### config.mk
export PLATFORM = sky130hd
export DESIGN_NAME = cpu_req_driver
export DESIGN_NICKNAME = d
export VERILOG_FILES = /design/src/rtl/cpu_req_driver.sv
export SDC_FILE = /design/constraint.sdc
export NUM_CORES = 1
export LEC_CHECK = 0
export CAP_MARGIN = 20
export CORE_MARGIN = 2
export CORE_UTILIZATION = 45
export CTS_CLUSTER_DIAMETER = 80
export DETAILED_ROUTE_END_ITERATION = 8
export PLACE_DENSITY = 0.64
export REMOVE_ABC_BUFFERS = 1
export SETUP_SLACK_MARGIN = 0.05
export SYNTH_ARGS = -nofsm -noshare
export SYNTH_HDL_FRONTEND = slang
export SYNTH_SLANG_ARGS = --single-unit
### constraint.sdc
create_clock -name i_cpu_ck -period 3.35 [get_ports i_cpu_ck]
set_input_delay 0.5025 -clock i_cpu_ck [delete_from_list [all_inputs] [get_ports i_cpu_ck]]
set_output_delay 0.5025 -clock i_cpu_ck [all_outputs]
set_load 0.02 [all_outputs]
### src/rtl/cpu_req_driver.sv
// cpu_req_driver: CPU-side initiator for the memory controller's CPU port.
// Queues local requests, issues them one at a time and reports read data or a timeout.
module cpu_req_driver #(
  parameter int ADDR_MCTRL  = 32,
  parameter int DQ_BITS     = 8,
  parameter int BURST_L     = 8,
  parameter int FIFO_DEPTH  = 4,
  parameter int RST_HOLD    = 16,
  parameter int TIMEOUT_CYC = 1024
) (
  input  logic                          i_cpu_ck,
  input  logic                          i_cpu_reset_n,
  input  logic                          req_valid,
  output logic                          req_ready,
  input  logic                          req_cmd,
  input  logic [ADDR_MCTRL-1:0]         req_addr,
  input  logic [8*DQ_BITS-1:0]          req_wr_data,
  input  logic [BURST_L-1:0]            req_dm,
  output logic                          rsp_valid,
  output logic                          rsp_cmd,
  output logic [8*DQ_BITS-1:0]          rsp_rd_data,
  output logic                          rsp_timeout,
  output logic                          busy,
  output logic                          mc_reset,
  output logic [ADDR_MCTRL-1:0]         mc_addr,
  output logic                          mc_cmd,
  output logic [8*DQ_BITS-1:0]          mc_wr_data,
  output logic                          mc_valid,
  output logic                          mc_enable,
  output logic [BURST_L-1:0]            mc_dm,
  output logic [$clog2(BURST_L):0]      mc_burst,
  input  logic [8*DQ_BITS-1:0]          mc_rd_data,
  input  logic                          mc_data_rdy,
  input  logic                          mc_rd_data_valid
);
  localparam int DW = 8 * DQ_BITS;
  localparam int BW = $clog2(BURST_L) + 1;
  localparam int PW = $clog2(FIFO_DEPTH);
  localparam int CW = PW + 1;
  localparam int HW = $clog2(RST_HOLD + 1);
  localparam int TW = $clog2(TIMEOUT_CYC + 1);

  typedef enum logic [2:0] {
    S_RST_HOLD = 3'd0,
    S_IDLE     = 3'd1,
    S_ISSUE    = 3'd2,
    S_GUARD    = 3'd3,
    S_WAIT_WR  = 3'd4,
    S_WAIT_RD  = 3'd5
  } state_e;

  typedef struct packed {
    logic                  cmd;
    logic [ADDR_MCTRL-1:0] addr;
    logic [DW-1:0]         data;
    logic [BURST_L-1:0]    dm;
  } req_t;

  state_e                state_q, state_d;
  req_t                  fifo_q [FIFO_DEPTH];
  req_t                  fifo_d [FIFO_DEPTH];
  logic [PW-1:0]         wr_ptr_q, wr_ptr_d, rd_ptr_q, rd_ptr_d;
  logic [CW-1:0]         count_q, count_d;
  logic [HW-1:0]         hold_cnt_q, hold_cnt_d;
  logic [TW-1:0]         timer_q, timer_d;
  logic                  mc_reset_q, mc_reset_d;
  logic                  mc_enable_q, mc_enable_d;
  logic                  mc_valid_q, mc_valid_d;
  logic                  mc_cmd_q, mc_cmd_d;
  logic [ADDR_MCTRL-1:0] mc_addr_q, mc_addr_d;
  logic [DW-1:0]         mc_wr_data_q, mc_wr_data_d;
  logic [BURST_L-1:0]    mc_dm_q, mc_dm_d;
  logic                  rsp_valid_q, rsp_valid_d;
  logic                  rsp_cmd_q, rsp_cmd_d;
  logic                  rsp_timeout_q, rsp_timeout_d;
  logic [DW-1:0]         rsp_rd_data_q, rsp_rd_data_d;
  logic                  push_s, pop_s, full_s, empty_s, ready_s;
  req_t                  head_s;

  // FIFO status; ready is held low while the controller is still in reset
  always_comb begin
    full_s  = (count_q == CW'(FIFO_DEPTH));
    empty_s = (count_q == '0);
    ready_s = (state_q != S_RST_HOLD) && !full_s;
    push_s  = req_valid && ready_s;
    head_s  = fifo_q[rd_ptr_q];
  end

  // FIFO storage, pointers and occupancy
  always_comb begin
    fifo_d   = fifo_q;
    wr_ptr_d = wr_ptr_q;
    rd_ptr_d = rd_ptr_q;
    count_d  = count_q;
    if (push_s) begin
      fifo_d[wr_ptr_q] = {req_cmd, req_addr, req_wr_data, req_dm};
      wr_ptr_d         = wr_ptr_q + PW'(1);
    end else begin
      wr_ptr_d = wr_ptr_q;
    end
    if (pop_s) begin
      rd_ptr_d = rd_ptr_q + PW'(1);
    end else begin
      rd_ptr_d = rd_ptr_q;
    end
    case ({push_s, pop_s})
      2'b10:   count_d = count_q + CW'(1);
      2'b01:   count_d = count_q - CW'(1);
      default: count_d = count_q;
    endcase
  end

  // Transaction FSM: next state, controller-side command and response
  always_comb begin
    state_d       = state_q;
    hold_cnt_d    = hold_cnt_q;
    timer_d       = timer_q;
    mc_reset_d    = mc_reset_q;
    mc_enable_d   = mc_enable_q;
    mc_valid_d    = 1'b0;
    mc_cmd_d      = mc_cmd_q;
    mc_addr_d     = mc_addr_q;
    mc_wr_data_d  = mc_wr_data_q;
    mc_dm_d       = mc_dm_q;
    rsp_valid_d   = 1'b0;
    rsp_timeout_d = 1'b0;
    rsp_cmd_d     = rsp_cmd_q;
    rsp_rd_data_d = rsp_rd_data_q;
    pop_s         = 1'b0;
    case (state_q)
      S_RST_HOLD: begin
        if (hold_cnt_q == HW'(RST_HOLD - 1)) begin
          hold_cnt_d  = '0;
          mc_reset_d  = 1'b0;
          mc_enable_d = 1'b1;
          state_d     = S_IDLE;
        end else begin
          hold_cnt_d = hold_cnt_q + HW'(1);
        end
      end
      S_IDLE: begin
        if (!empty_s && mc_data_rdy) begin
          pop_s        = 1'b1;
          mc_valid_d   = 1'b1;
          mc_cmd_d     = head_s.cmd;
          mc_addr_d    = head_s.addr;
          mc_wr_data_d = head_s.data;
          mc_dm_d      = head_s.dm;
          state_d      = S_ISSUE;
        end else begin
          state_d = S_IDLE;
        end
      end
      S_ISSUE: begin
        timer_d = '0;
        state_d = S_GUARD;
      end
      // Controller takes a cycle to drop mc_data_rdy after a command
      S_GUARD: begin
        timer_d = timer_q + TW'(1);
        if (mc_cmd_q) begin
          state_d = S_WAIT_WR;
        end else begin
          state_d = S_WAIT_RD;
        end
      end
      S_WAIT_WR: begin
        timer_d = timer_q + TW'(1);
        if (mc_data_rdy) begin
          rsp_valid_d = 1'b1;
          rsp_cmd_d   = 1'b1;
          state_d     = S_IDLE;
        end else if (timer_q == TW'(TIMEOUT_CYC - 1)) begin
          rsp_valid_d   = 1'b1;
          rsp_timeout_d = 1'b1;
          rsp_cmd_d     = 1'b1;
          state_d       = S_IDLE;
        end else begin
          state_d = S_WAIT_WR;
        end
      end
      S_WAIT_RD: begin
        timer_d = timer_q + TW'(1);
        if (mc_rd_data_valid) begin
          rsp_valid_d   = 1'b1;
          rsp_cmd_d     = 1'b0;
          rsp_rd_data_d = mc_rd_data;
          state_d       = S_IDLE;
        end else if (timer_q == TW'(TIMEOUT_CYC - 1)) begin
          rsp_valid_d   = 1'b1;
          rsp_timeout_d = 1'b1;
          rsp_cmd_d     = 1'b0;
          state_d       = S_IDLE;
        end else begin
          state_d = S_WAIT_RD;
        end
      end
      default: begin
        hold_cnt_d  = '0;
        mc_reset_d  = 1'b1;
        mc_enable_d = 1'b0;
        state_d     = S_RST_HOLD;
      end
    endcase
  end

  // State and output registers
  always_ff @(posedge i_cpu_ck or negedge i_cpu_reset_n) begin
    if (!i_cpu_reset_n) begin
      state_q       <= S_RST_HOLD;
      for (int i = 0; i < FIFO_DEPTH; i++) begin
        fifo_q[i] <= '0;
      end
      wr_ptr_q      <= '0;
      rd_ptr_q      <= '0;
      count_q       <= '0;
      hold_cnt_q    <= '0;
      timer_q       <= '0;
      mc_reset_q    <= 1'b1;
      mc_enable_q   <= 1'b0;
      mc_valid_q    <= 1'b0;
      mc_cmd_q      <= 1'b0;
      mc_addr_q     <= '0;
      mc_wr_data_q  <= '0;
      mc_dm_q       <= '0;
      rsp_valid_q   <= 1'b0;
      rsp_cmd_q     <= 1'b0;
      rsp_timeout_q <= 1'b0;
      rsp_rd_data_q <= '0;
    end else begin
      state_q       <= state_d;
      fifo_q        <= fifo_d;
      wr_ptr_q      <= wr_ptr_d;
      rd_ptr_q      <= rd_ptr_d;
      count_q       <= count_d;
      hold_cnt_q    <= hold_cnt_d;
      timer_q       <= timer_d;
      mc_reset_q    <= mc_reset_d;
      mc_enable_q   <= mc_enable_d;
      mc_valid_q    <= mc_valid_d;
      mc_cmd_q      <= mc_cmd_d;
      mc_addr_q     <= mc_addr_d;
      mc_wr_data_q  <= mc_wr_data_d;
      mc_dm_q       <= mc_dm_d;
      rsp_valid_q   <= rsp_valid_d;
      rsp_cmd_q     <= rsp_cmd_d;
      rsp_timeout_q <= rsp_timeout_d;
      rsp_rd_data_q <= rsp_rd_data_d;
    end
  end

  assign req_ready   = ready_s;
  assign busy        = (state_q != S_IDLE) || !empty_s;
  assign mc_reset    = mc_reset_q;
  assign mc_enable   = mc_enable_q;
  assign mc_valid    = mc_valid_q;
  assign mc_cmd      = mc_cmd_q;
  assign mc_addr     = mc_addr_q;
  assign mc_wr_data  = mc_wr_data_q;
  assign mc_dm       = mc_dm_q;
  assign mc_burst    = BW'(BURST_L);
  assign rsp_valid   = rsp_valid_q;
  assign rsp_cmd     = rsp_cmd_q;
  assign rsp_timeout = rsp_timeout_q;
  assign rsp_rd_data = rsp_rd_data_q;

endmodule

## Word level (Yosys, flattened, before mapping)

Index checks and enable logic that the tools add are counted.

- Output and inout bits: 181
- Logic and storage cells: 114
- Register bits: 621
- Input bits: 174

- Reduce and logical (&&, ||, !) cells: 19
- Order comparisons: 3
- Eq/ne operators: 14
- Add/sub/neg operators: 6
- Muxes and demuxes: 36
- Bitwise logic cells: 3

Operator list:

| kind | count |
|---|---|
| $bwmux W420 | 1 |
| $mux W105 | 3 |
| $bmux W105 S2 | 1 |
| $demux W105 S2 | 1 |
| $pmux W11 S2 | 1 |
| $pmux W3 S6 | 1 |
| $mux W3 | 5 |
| $mux W1 | 14 |
| $add A11 B1 Y11 const B | 1 |
| $eq A11 B10 Y1 const B | 1 |
| $pmux W1 S2 | 5 |
| $pmux W5 S2 | 1 |
| $eq A3 B3 Y1 const B | 3 |
| $eq A3 B2 Y1 const B | 2 |
| $ge A3 B3 Y1 const B | 2 |
| $logic_not A3 Y1 | 2 |
| $ne A3 B3 Y1 const B | 2 |
| $not A2 Y3 | 2 |
| $pmux W3 S2 | 1 |
| $reduce_and A2 Y1 | 3 |
| $reduce_bool A2 Y1 | 3 |
| $add A5 B1 Y5 const B | 1 |
| $eq A5 B4 Y1 const B | 1 |
| $mux W5 | 1 |
| other kinds (18) | 23 |

## Longest topological paths before layout

- Depth in word-level cells: 7
- Depth in mapped cells: 11

## Worst setup path after synthesis

Ideal clock, no wire load.

- Kind: reg2reg
- Start: register state_q[1]
- End: register count_q[2]
- Cell stages (with the launch flop): 12
- Path buffers: 2
- Data required time: 3,271 ps
- Setup time: 79 ps
- Arrival time: 2,402 ps
- Setup slack: 868 ps
- Path through: dfrtp_1 buf_4 nor3b_1 nand3_1 inv_2 clkbuf_1 ha_1 inv_1 fa_1 xor2_1 nor2_1 xor2_1

- Elaborated cells on any way between the ends: 9
- Classes of those cells: eq/ne: 3; mux: 2; reduce/logical: 4

RTL lines:

| item | line | source |
|---|---|---|
| start, declared | 59 | `state_e state_q, state_d;` |
| start signal, assigned | 231 | `state_q <= state_d;` |
| $eq A3 B1 Y1 (*) | - |  |
| $mux W1 (*) | - |  |
| via mc_valid_d | 68 | `logic mc_valid_q, mc_valid_d;` |
| $eq A2 B1 Y1 / $eq A2 B2 Y1 (equally long branches) | 106 | `case ({push_s, pop_s})` |
| $pmux W3 S2 / $reduce_bool A2 Y1 (equally long branches) | - |  |
| end signal, assigned | 235 | `count_q <= count_d;` |
| end, declared | 63 | `logic [CW-1:0] count_q, count_d;` |

The timed path passes the listed nets; every way through them passes the cells marked *.
A chain may end at the register's enable or synchronous reset.

## Worst setup path after layout

- Start: register state_q[2]
- End: output req_ready

- Longest elaborated chain between the ends: 2

RTL lines:

| item | line | source |
|---|---|---|
| $reduce_bool A3 Y1 | 84 | `ready_s = (state_q != S_RST_HOLD) && !full_s;` |
| $logic_and A1 B1 Y1 | 84 |  |
| end, declared | 14 | `output logic req_ready,` |

No other way between the ends.

==> summary.md <==
| Metric | Value |
|---|---|
| Hold Path Class | `in2async` |
| Final WL | `roughly 61,000 um` |
| Register Area | `around 16,000 um^2` |
| Global-route wire length before repair | `95,300 um` |
| Area added between synthesis and finish | `25.7%` |
| Avg Cell Area, Syn | `17.2 um^2` |
| Utilization after layout | `between 50% and 60%` |
| Multi-input gate area | `10,700 um^2` |
| Vias per std cell | `about 5.3` |
| LEAKAGE | `15.0 nW` |
| Post-Synthesis Cells | `roughly 1,600` |
| Core ar. | `59,000 um^2` |
| Layout cell share with drive strength beyond 1 | `between 40% and 50%` |
| Cell Area, Synth | `26,900 um^2` |
| Die X | `about 250 um` |
| Setup ws final | `0.540 ns` |
| Maximum buffer depth of the clock tree | `3` |
| Startpoint types | `flop` |
| Total Power | `35.6 mW` |
| Proportion of synthesized chip area in sequential cells | `slightly below 60%` |
| CTS root buffer | `clkbuf_16` |
| H-tree Lvls | `3` |
| Port Buf Inserts | `350` |
| Post-synth EDFFs | `0` |
| Initial core utilization | `about 46%` |
| Commonest cells post-synth | `dfrtp_1 (620), mux2_2 (389), mux2_4 (200), mux4_2 (105), buf_2 (38)` |
| Vias in the first global route | `approximately 16,000` |
| RSZ-0062 raised after global routing | `no` |
| IO Count | `355` |
| Die Span Y | `248 um` |
| Via count | `14,763` |
| Yosys warning count | `0` |
| Setup total negative slack | `0 ns` |
| Iteration count of the initial detailed-routing pass | `4` |
| Die Area | `61,600 um^2` |
| DR DRC count | `0` |
| Ranking of synthesized cells by area | `dfrtp_1 (58%), mux2_2 (16%), mux2_4 (11%)` |
| Register bit count reported by yosys | `621` |
| # setup viols final | `0` |
| Run status | `completed` |
| Period Utilization, post-route | `83.9%` |
| Crit Path Category | `reg2out` |
| CTS Sinks | `roughly 620` |
| Slew Limit Fails | `0` |
| Top_reg_cell synth | `dfrtp_1` |
| Nets | `around 2,100` |
| Critical Path RT | `2.85 ns` |
| Cell taking the most area after synthesis | `dfrtp_1` |
| Residual overflow from global routing | `0` |
| Highest fanout seen on the critical path | `14` |
| Final period demand of the worst path | `2.81 ns` |
| Tot GR Track Use | `20.2%` |
| Max cap viols | `0` |
| Crit path DAT | `2.31 ns` |
| Final non-filler cell total | `2,765` |
| CTS tree | `yes` |
| Worst slew pin tran | `around 0.94 ns` |
| Post-DP HPWL | `~40,000 um` |
| Resized cells post-CTS | `0` |
| Top-count cell post-synth | `dfrtp_1` |
| FILL cells | `~4,600` |
| Pre-CTS setup slack | `0.710 ns` |
| DRT antenna net count | `0` |
| Cts bufs inserted | `between 60 and 70` |
| GP Congestion | `0.774` |
| Synth top area share | `57.8%` |
| Async set or reset register ratio after synthesis | `100%` |
| CP endpoint kind | `primary output` |
| F_max | `between 300 and 400 MHz` |
| Initial antenna violation count | `10` |
| Clk_lat worst skew | `0.59 ns` |
| Largest net degree at the start of global routing | `89` |
| WL/cell | `22.2 um` |
| Worst rel slew slack | `37.2%` |
| Pwr Density | `1050 nW/um^2` |
| Placed Cells incl. Taps | `between 2,000 and 3,000` |
| Placement Rows | `89` |
| Final hold vios | `0` |
| Max VDD drop | `565 uV` |
| Reg clk slew, reported paths | `0.06 ns` |
| Synth unique cells | `50` |
| DRT iter0 DRCs | `631` |
| Final Skew | `0.0187 ns` |
## state kept, by name, indices dropped and copies added, names as in the netlist
signal and cells:
mc_cmd 1, rd_ptr_q 2, mc_reset 1, count_q 3
wr_ptr_q 2, state_q 3, hold_cnt_q 5, rsp_valid 1
rsp_timeout 1, rsp_cmd 1, rsp_rd_data 64, mc_dm 8
fifo_q 420, mc_addr 32, timer_q 11, mc_valid 1
mc_enable 1, mc_wr_data 64
## what timing repair did
| item | in CTS | in global routing |
|---|---|---|
| buffers inserted | 0 | 0 |
| hold endpoints to repair | 60 | 0 |
| hold buffers | 1 | 0 |
## routing by layer
layer	up-vias	GRT usage, %	share of wire [%]
li1	6516	-	-
met1	7885	27.4	44
met2	261	32.7	50
met3	93	4.66	4.4
met4	8	5.39	2.1
met5	-	0	0.083
## through the flow
stage                     area [um^2]  hold slack [ns]
after floorplan                 26200            0.207
after global placement          31500            0.468
after detailed placement        31500            0.487
after CTS                       33700            0.478
after global routing            33800            0.494
final                           33800            0.474
## final timing paths
path | from | endpoint | slack, ns | cells past startpoint
worst max-delay path | state_q[2] | req_ready | 0.54 | 3
worst min-delay path | i_cpu_reset_n | rsp_rd_data[3] | 0.47 | 2
worst max register to register | state_q[2] | fifo_q[105] | 0.80 | 6
worst min register to register | mc_reset | mc_reset | 0.50 | 1
max in group asynchronous | i_cpu_reset_n | mc_wr_data[9] | 1.72 | 4
min in group i_cpu_ck | mc_reset | mc_reset | 0.50 | 1
## layout make-up
type	count	share of cell area (%)
repair buffers	401	12.5
flip-flops and latches	621	46.1
clock buffers	109	6.40
multi-input cells	830	31.7
inverters	13	0.152
diodes	7	0.0519
well taps	773	2.86
clock inverters	11	0.245
## power by group
| group | switching (mW) | internal (mW) | leakage [nW] |
|---|---|---|---|
| clock network | 2.97 | 4.48 | 1.11 |
| registers | 2.29 | 11.3 | 7.50 |
| logic | 5.61 | 8.97 | 6.34 |
| total | 10.9 | 24.7 | 15.0 |
## critical path, stage by stage, from the launching register on
cell and delay [ns]:
dfrtp_1 0.54, nor3_2 0.45, a21oi_1 0.15, clkdlybuf4s50_1 0.57
## cells by family after synthesis
group | Yosys count | synth area share [%]
other | 2 | 0.0280
AOI/OAI and AO/OA | 45 | 1.13
DFF | 621 | 57.9
and+or+nand+nor | 64 | 1.30
adders and majority gates | 8 | 0.401
xor gates and xnor gates | 11 | 0.359
muxes | 698 | 36.4
buffers and inverters | 110 | 2.47
## cells in the final DEF, fill, tap and decap left out, types with 2 or more instances in the layout
cell type	count
a211oi_1	3
a21oi_1	9
a221oi_1	2
a31oi_1	2
and3_1	2
buf_12	27
buf_4	23
clkbuf_1	16
clkbuf_16	73
clkbuf_8	20
clkdlybuf4s50_1	349
clkinv_2	9
conb_1	4
dfrtp_1	618
dfrtp_4	2
diode_2	7
ha_1	7
inv_1	12
mux2_2	389
mux2_4	200
mux2i_1	4
mux4_2	105
nand2_1	17
nand2_8	4
nand2b_1	4
nand3_1	9
nand3b_1	2
nor2_1	11
nor2b_1	2
nor4_1	3
o211ai_1	3
o21ai_0	12
o22ai_1	3
o311ai_0	2
o41ai_1	2
or3_1	3
xnor2_1	7
xor2_1	4
Power figures use the tool's default switching activity.
